[src/rtl/piso_frame_tx_if.sv]
// rtl/piso_frame_tx_if.sv - parallel word handshake into the framing transmitter
interface piso_frame_tx_if #(
  parameter int WIDTH = 8
);
  logic [WIDTH-1:0] din;
  logic             din_valid;
  logic             din_ready;

  modport master (output din, output din_valid, input  din_ready);
  modport slave  (input  din, input  din_valid, output din_ready);
endinterface

[src/rtl/piso_frame_tx.sv]
// rtl/piso_frame_tx.sv - start/data/stop framing PISO transmitter
// Every output is a register whose next value is decoded from the next state.
module piso_frame_tx #(
  parameter int WIDTH      = 8,
  parameter int BIT_CYCLES = 1,
  parameter bit MSB_FIRST  = 1'b1
) (
  input  logic             clk,
  input  logic             reset_n,
  piso_frame_tx_if.slave   s_if,
  output logic             sdo,
  output logic             busy,
  output logic             tx_done
);

  localparam int CW = (BIT_CYCLES > 1) ? $clog2(BIT_CYCLES) : 1;
  localparam int BW = (WIDTH > 1) ? $clog2(WIDTH) : 1;
  localparam logic [CW-1:0] CYC_LAST = CW'(BIT_CYCLES - 1);
  localparam logic [BW-1:0] BIT_LAST = BW'(WIDTH - 1);

  typedef enum logic [1:0] {S_IDLE, S_START, S_DATA, S_STOP} state_t;

  state_t           state_q, state_d;
  logic [CW-1:0]    cyc_q, cyc_d;
  logic [BW-1:0]    bit_q, bit_d;
  logic [WIDTH-1:0] shreg_q, shreg_d;
  logic             sdo_q, sdo_d;
  logic             busy_q, busy_d;
  logic             done_q, done_d;
  logic             ready_q, ready_d;
  logic             bit_end;

  always_ff @(posedge clk or negedge reset_n) begin
    if (!reset_n) begin
      state_q <= S_IDLE;
      cyc_q   <= '0;
      bit_q   <= '0;
      shreg_q <= '0;
      sdo_q   <= 1'b1;
      busy_q  <= 1'b0;
      done_q  <= 1'b0;
      ready_q <= 1'b0;
    end else begin
      state_q <= state_d;
      cyc_q   <= cyc_d;
      bit_q   <= bit_d;
      shreg_q <= shreg_d;
      sdo_q   <= sdo_d;
      busy_q  <= busy_d;
      done_q  <= done_d;
      ready_q <= ready_d;
    end
  end

  always_comb begin
    state_d = state_q;
    cyc_d   = cyc_q;
    bit_d   = bit_q;
    shreg_d = shreg_q;
    bit_end = (cyc_q == CYC_LAST);
    case (state_q)
      S_IDLE: begin
        if (s_if.din_valid && ready_q) begin
          state_d = S_START;
          shreg_d = s_if.din;
          cyc_d   = '0;
          bit_d   = '0;
        end
      end
      S_START: begin
        if (bit_end) begin
          cyc_d   = '0;
          bit_d   = '0;
          state_d = S_DATA;
        end else begin
          cyc_d = cyc_q + CW'(1);
        end
      end
      S_DATA: begin
        if (bit_end) begin
          cyc_d   = '0;
          shreg_d = MSB_FIRST ? (shreg_q << 1) : (shreg_q >> 1);
          if (bit_q == BIT_LAST) begin
            state_d = S_STOP;
          end else begin
            bit_d = bit_q + BW'(1);
          end
        end else begin
          cyc_d = cyc_q + CW'(1);
        end
      end
      S_STOP: begin
        if (bit_end) begin
          cyc_d   = '0;
          state_d = S_IDLE;
        end else begin
          cyc_d = cyc_q + CW'(1);
        end
      end
      default: state_d = S_IDLE;
    endcase

    // Registered outputs track the state being entered, so a handshake edge
    // already presents the start bit and drops din_ready.
    sdo_d = 1'b1;
    case (state_d)
      S_START: sdo_d = 1'b0;
      S_DATA:  sdo_d = MSB_FIRST ? shreg_d[WIDTH-1] : shreg_d[0];
      default: sdo_d = 1'b1;
    endcase
    busy_d  = (state_d != S_IDLE);
    ready_d = (state_d == S_IDLE);
    done_d  = (state_d == S_STOP) && (cyc_d == CYC_LAST);
  end

  assign s_if.din_ready = ready_q;
  assign sdo            = sdo_q;
  assign busy           = busy_q;
  assign tx_done        = done_q;

endmodule

[src/flat_wrapper.sv]
// flat-port wrapper written by rule: the top's interface ports become plain ports
module piso_frame_tx_flat 
#(
  parameter int WIDTH      = 8,
  parameter int BIT_CYCLES = 1,
  parameter bit MSB_FIRST  = 1'b1
)
  (clk, reset_n, sdo, busy, tx_done, s_if_din, s_if_din_valid, s_if_din_ready);
  piso_frame_tx_if #(.WIDTH(WIDTH)) s_if_i ();
  input  logic clk;
  input  logic reset_n;
  output logic sdo;
  output logic busy;
  output logic tx_done;
  input wire logic [$bits(s_if_i.din)-1:0] s_if_din;
  input wire logic [$bits(s_if_i.din_valid)-1:0] s_if_din_valid;
  output wire logic [$bits(s_if_i.din_ready)-1:0] s_if_din_ready;
  assign s_if_i.din = s_if_din;
  assign s_if_i.din_valid = s_if_din_valid;
  assign s_if_din_ready = s_if_i.din_ready;
  piso_frame_tx #(.WIDTH(WIDTH), .BIT_CYCLES(BIT_CYCLES), .MSB_FIRST(MSB_FIRST)) u_core (.clk(clk), .reset_n(reset_n), .s_if(s_if_i), .sdo(sdo), .busy(busy), .tx_done(tx_done));
endmodule
[config.mk]
export PLATFORM = sky130hd
export DESIGN_NAME = piso_frame_tx_flat
export DESIGN_NICKNAME = d
export VERILOG_FILES = /design/src/rtl/piso_frame_tx_if.sv /design/src/rtl/piso_frame_tx.sv /design/src/flat_wrapper.sv
export SDC_FILE = /design/constraint.sdc
export NUM_CORES = 1
export LEC_CHECK = 0
export CAP_MARGIN = 20
export CORE_MARGIN = 5
export CORE_UTILIZATION = 40
export DETAILED_ROUTE_END_ITERATION = 12
export HOLD_SLACK_MARGIN = 0.15
export PLACE_DENSITY = 0.66
export SYNTH_ARGS = -nofsm -noshare
export SYNTH_HDL_FRONTEND = slang
export SYNTH_SLANG_ARGS = --single-unit
[constraint.sdc]
create_clock -name clk -period 1.54 [get_ports clk]
set_input_delay 0.231 -clock clk [delete_from_list [all_inputs] [get_ports clk]]
set_output_delay 0.231 -clock clk [all_outputs]
set_load 0.1 [all_outputs]
# [After elaboration in Yosys (flattened, before gate mapping)]
# Cells that the tools add are included.
# W data, S select, Z words.
[totals] register_bits=18 wordCells=51
[classes] mux=18 n_reduce_logical=10 add_sub_neg=2 eq_ne=11 bitwise=1
[op_table] operator="$mux W8" count=2
[op_table] operator="$pmux W8 S2" count=1
[op_table] operator="$mux W3" count=4
[op_table] operator="$mux W2" count=5
[op_table] operator="$pmux W3 S3" count=1
[op_table] operator="$eq A2 B2 Y1 const B" count=4
[op_table] operator="$pmux W2 S4" count=1
[op_table] operator="$ne A2 B2 Y1 const B" count=3
[op_table] operator="$reduce_and A5 Y1" count=1
[op_table] operator="$eq A2 B1 Y1 const B" count=2
[op_table] operator="$logic_not A2 Y1" count=2
[op_table] operator="$pmux W1 S2" count=2
[op_table] operator="$reduce_bool A2 Y1" count=2
[op_table] operator="$add A3 B1 Y3 const B" count=1
[op_table] operator="$eq A3 B3 Y1 const B" count=1
[op_table] operator="$reduce_and A3 Y1" count=1
[op_table] operator="$reduce_bool A3 Y1" count=1
[op_table] operator="$reduce_or A3 Y1" count=1
[op_table] operator="$logic_and A1 B1 Y1" count=2
[op_table] operator="$mux W1" count=2
[op_table] operator="$ne A2 B1 Y1 const B" count=1
[op_table] operator="$add A1 B1 Y1 const B" count=1
[op_table] operator="$not A1 Y1" count=1

# [Depth between registers and ports, before layout]
[logic_depth] word_depth=6 mapped_depth=6 mapped_depth_nobuf=6

# [Worst setup path after synthesis]
# No wires, ideal clock.
[synth_timing] kind="register to register" from="register u_core.ready_q, in the netlist u_core.s_if.din_ready" to="register u_core.shreg_q[0]" period_less_slack_ns=1.888 t_arrival_ns=1.767 stages_incl_launch_ff=5 setup_time_ns=0.121 path_slack_ns=-0.348 required_ns=1.419 path_cell_list="dfrtp_1 -> nor4bb_1 -> buf_2 -> nor2_1 -> a22o_1"
[synth_via] elab_chain_cells=3
[synth_lines] element="start, declared" line="piso_frame_tx.sv:30" rtl="logic ready_q, ready_d;"
[synth_lines] element="start signal, assigned" line="piso_frame_tx.sv:51" rtl="ready_q <= ready_d;"
[synth_lines] element="$logic_and A1 B1 Y1" line="piso_frame_tx.sv:63" rtl="if (s_if.din_valid && ready_q) begin"
[synth_lines] element="$ne A2 B1 Y1 (no source line)"
[synth_lines] element="$reduce_and A3 Y1 (no source line)"
[synth_lines] element="end signal, assigned" line="piso_frame_tx.sv:47" rtl="shreg_q <= shreg_d;"
[synth_lines] element="end, declared" line="piso_frame_tx.sv:26" rtl="logic [WIDTH-1:0] shreg_q, shreg_d;"
# No other way between the ends.
# A chain may end at the register's enable or synchronous reset.

# [Final worst setup path]
[layout_timing] from="register u_core.bit_q[0]" to="register u_core.bit_q[1]"
[layout_via] elab_chain_cells=4
[layout_lines] element="start, declared" line="piso_frame_tx.sv:25" rtl="logic [BW-1:0] bit_q, bit_d;"
[layout_lines] element="start signal, assigned" line="piso_frame_tx.sv:46" rtl="bit_q <= bit_d;"
[layout_lines] element="$add A3 B1 Y3" line="piso_frame_tx.sv:86" rtl="bit_d = bit_q + BW'(1);"
[layout_lines] element="$mux W3" line="piso_frame_tx.sv:83" rtl="if (bit_q == BIT_LAST) begin"
[layout_lines] element="$mux W3" line="piso_frame_tx.sv:80" rtl="if (bit_end) begin"
[layout_lines] element="$pmux W3 S3" line="piso_frame_tx.sv:61" rtl="case (state_q)"
# Parallel ways exist; a longest one is shown, timed or not. The select of a mux whose other input is x is not followed.

==> impl_metrics.py <==
metrics = {
    "global_routing": {
        "grt_overflow_total": 0,
        "grt_pass1_wl_mm": 2.78,
        "grt_pass1_vias": 632,
        "grt_max_degree": 19,
        "grt_use_total_pct": 11.1,
        "grt_antenna_before_repair": 0,
    },
    "final_layout": {
        "multi_input_area_um2": 368,
        "seqCellArea_um2": 455,
        "insertedDiodeCount": 0,
        "drive_gt1_share_pct": 30.0,
        "fill_cells": 157,
        "fin_util_pct": 59.7,
        "num-nets-final": 114,
        "syn_to_final_growth_pct": 41.3,
    },
    "pwr": {
        "ir_drop_uv": 1560,
        "powerDensity_nw_per_um2": 2080,
        "leakage_nw": 0.558,
    },
    "floorplan": {
        "die_x_um": 55.7,
        "start_util_pct": 42.2,
        "ios": 15,
        "rows": 16,
        "core_region_area_um2": 1980,
        "dieArea_um2": 3110,
        "die_h_um": 55.7,
    },
    "worst_setup_path": {
        "crit_path_end_kind": "flop",
        "worst_setup_path_start_kind": "flop",
        "path_cells": "ha_2 -> ha_4 -> inv_4 -> a22oi_2 -> mux2_4",
        "criticalPathCategory": "flop to flop",
        "reg2reg_depth": 5,
        "crit_path_max_fanout": 3,
        "critPathRequiredTime_ns": 1.73,
        "r2r_slack_ns": 0.05,
        "timing.rr.end": "u_core.bit_q[1]",
        "crit_arrival_ns": 1.68,
        "regToRegStartpoint": "u_core.bit_q[0]",
        "cp_slowest_cell": "dfrtp_1",
        "startpoint": "u_core.bit_q[0]",
        "critPathMaxStageDelay_ns": 0.38,
    },
    "detailed_routing": {
        "wl_per_cell_um": 12.9,
        "drc": 0,
        "ant_nets": 0,
        "drtPass1Iterations": 4,
        "dr_total_vias": 637,
        "via_per_inst": 5.02,
        "drt-total-wl_mm": 1.63,
        "drt-initial-drc-count": 18,
    },
    "synthesis": {
        "synth-main-ff-cell": "dfrtp_1",
        "ys_async_sr_fraction_pct": 100,
        "synth_fp_nets": 87,
        "synth_area_per_cell_um2": 11.3,
        "syn_inst": 74,
        "yosys_warnings": 0,
        "ys_seq_area_share_pct": 54.0,
        "netlist_area_um2": 837,
        "synth_edf_count": 0,
        "synth_cell_types": 28,
        "yosys_register_bits": 18,
    },
    "clock_tree": {
        "htree_num_levels": 1,
        "clk_pin_slew_worst_paths_ns": 0.10,
        "cts.path.max_buffers": 2,
        "insertion_delay_ns": 0.29,
        "ctsHoldBuffers": 0,
        "numCtsBuffers": 3,
        "cts_tree": "yes",
        "cts_num_sinks": 18,
        "root_buffer": "clkbuf_4",
    },
    "sta": {
        "finalHoldViolCount": 0,
        "tightest_slew_ns": 0.328,
        "final.period_utilization_pct": 96.6,
        "maxSlewHeadroom_pct": 78.1,
        "rsz0062_at_grt": "yes",
        "fin_crit_ns": 1.49,
        "maxSlewViolCount": 0,
        "tns_ns": 0,
        "max_freq_ghz": 0.672,
        "setup_viol": 0,
        "clock_skew_ns": 0.00446,
        "whs_ns": 0.275,
    },
    "run_status": {
        "outcome": "complete, no violations",
    },
    "run": {
        "max_cap_viol_count": 0,
    },
    "hold_path": {
        "hold_path_class": "primary input to asynchronous set/reset pin",
    },
    "placed_design": {
        "place.gp.congestion": 0.820,
        "port_buffers": 14,
        "hpwl_mm": 1.23,
    },
}
-- state kept, by name, indices dropped and copies added, names as in the netlist --
signal,cells
u_core.shreg_q,8
u_core.state_q,2
u_core.cyc_q,1
u_core.tx_done,1
u_core.busy,1
u_core.sdo,1
u_core.bit_q,3
u_core.s_if.din_ready,1
-- area by class of cell --
| cell class | count | area share [%] |
|---|---|---|
| repair buffers | 25 | 23.3 |
| clock buffers | 4 | 3.07 |
| flip-flops and latches | 18 | 38.5 |
| inverters | 3 | 1.16 |
| well taps | 27 | 2.86 |
| multi-input cells | 50 | 31.1 |
-- cells in the final DEF, fill, tap and decap left out, types with 3 or more instances in the layout --
cell	Yosys	routed
mux2_4	3	3
clkbuf_4	0	3
buf_12	0	5
a22oi_1	7	7
nand2_1	16	16
dfrtp_1	17	16
clkdlybuf4s50_1	0	10
buf_4	1	10
-- stage by stage --
step	instance area [µm²]	cells	total power, mW	setup WS (ns)
final	1180	127	2.46	0.0517
after global routing	1180	127	2.62	-0.00432
after floorplan	841	74	1.68	0.0154
after global placement	1100	120	2.08	-0.0410
after detailed placement	1100	120	2.11	-0.0393
after CTS	1150	126	2.43	0.00602
-- synth_stat cells, drive strengths merged, types with 2 or more instances --
| library cell | number | share of area (%) |
|---|---|---|
| buf | 3 | 2.8 |
| nor2 | 3 | 1.3 |
| mux2 | 3 | 5.4 |
| a22oi | 8 | 7.8 |
| dfrtp | 17 | 51 |
| nor3b | 2 | 3.1 |
| ha | 2 | 3.0 |
| o21ai | 2 | 1.2 |
| nand2 | 16 | 7.2 |
| and3b | 2 | 2.1 |
| inv | 3 | 1.3 |
-- power by group --
| group | internal (mW) | switching, mW |
|---|---|---|
| Sequential | 0.675 | 0.136 |
| Clock | 0.144 | 0.142 |
| Combinational | 0.631 | 0.728 |
| Total | 1.45 | 1.01 |
-- what timing repair did --
action / in CTS / in global routing
endpoints found under the hold margin: 0 / 0
setup endpoints to repair: 1 / 11
resized for setup: 0 / 6
setup buffers: 2 / 1
pin swaps: 1 / 2
-- cells by family after synthesis --
logic type	Yosys count	share of synthesized area, %
AND/OR/NAND/NOR	29	18.8
AO/OA/AOI/OAI	15	13.6
multiplexers	3	5.38
flip-flops	18	54.0
buffers and inverters	6	4.18
XOR/XNOR	1	1.05
adder cells (fa/ha/maj)	2	2.99
-- worst max-delay path by stage --
stage / to / slack [ns]
floorplan: u_core.shreg_q[0] / 0.02
global placement: u_core.shreg_q[0] / -0.04
detailed placement: u_core.shreg_q[0] / -0.04
CTS: u_core.bit_q[1] / 0.006
global route: u_core.bit_q[1] / -0.004
finish: u_core.bit_q[1] / 0.05
-- critical path, delay by kind of cell (launching register included) --
| kind | cells | cell delay (ns) |
|---|---|---|
| compound gates | 1 | 0.29 |
| mux | 1 | 0.33 |
| fa+ha+maj | 2 | 0.34 |
| flops | 1 | 0.38 |
| buf+inv | 1 | 0.03 |
-- metal layers --
| metal | global-route usage [%] | vias to the layer above | wire length (µm) |
|---|---|---|---|
| met1 | 14.3 | 303 | 717 |
| met5 | 0 | - | 0 |
| li1 | - | 308 | - |
| met2 | 16.7 | 24 | 781 |
| met3 | 4.64 | 2 | 118 |
| met4 | 3.47 | 0 | 15 |
Power figures use the tool's default switching activity.
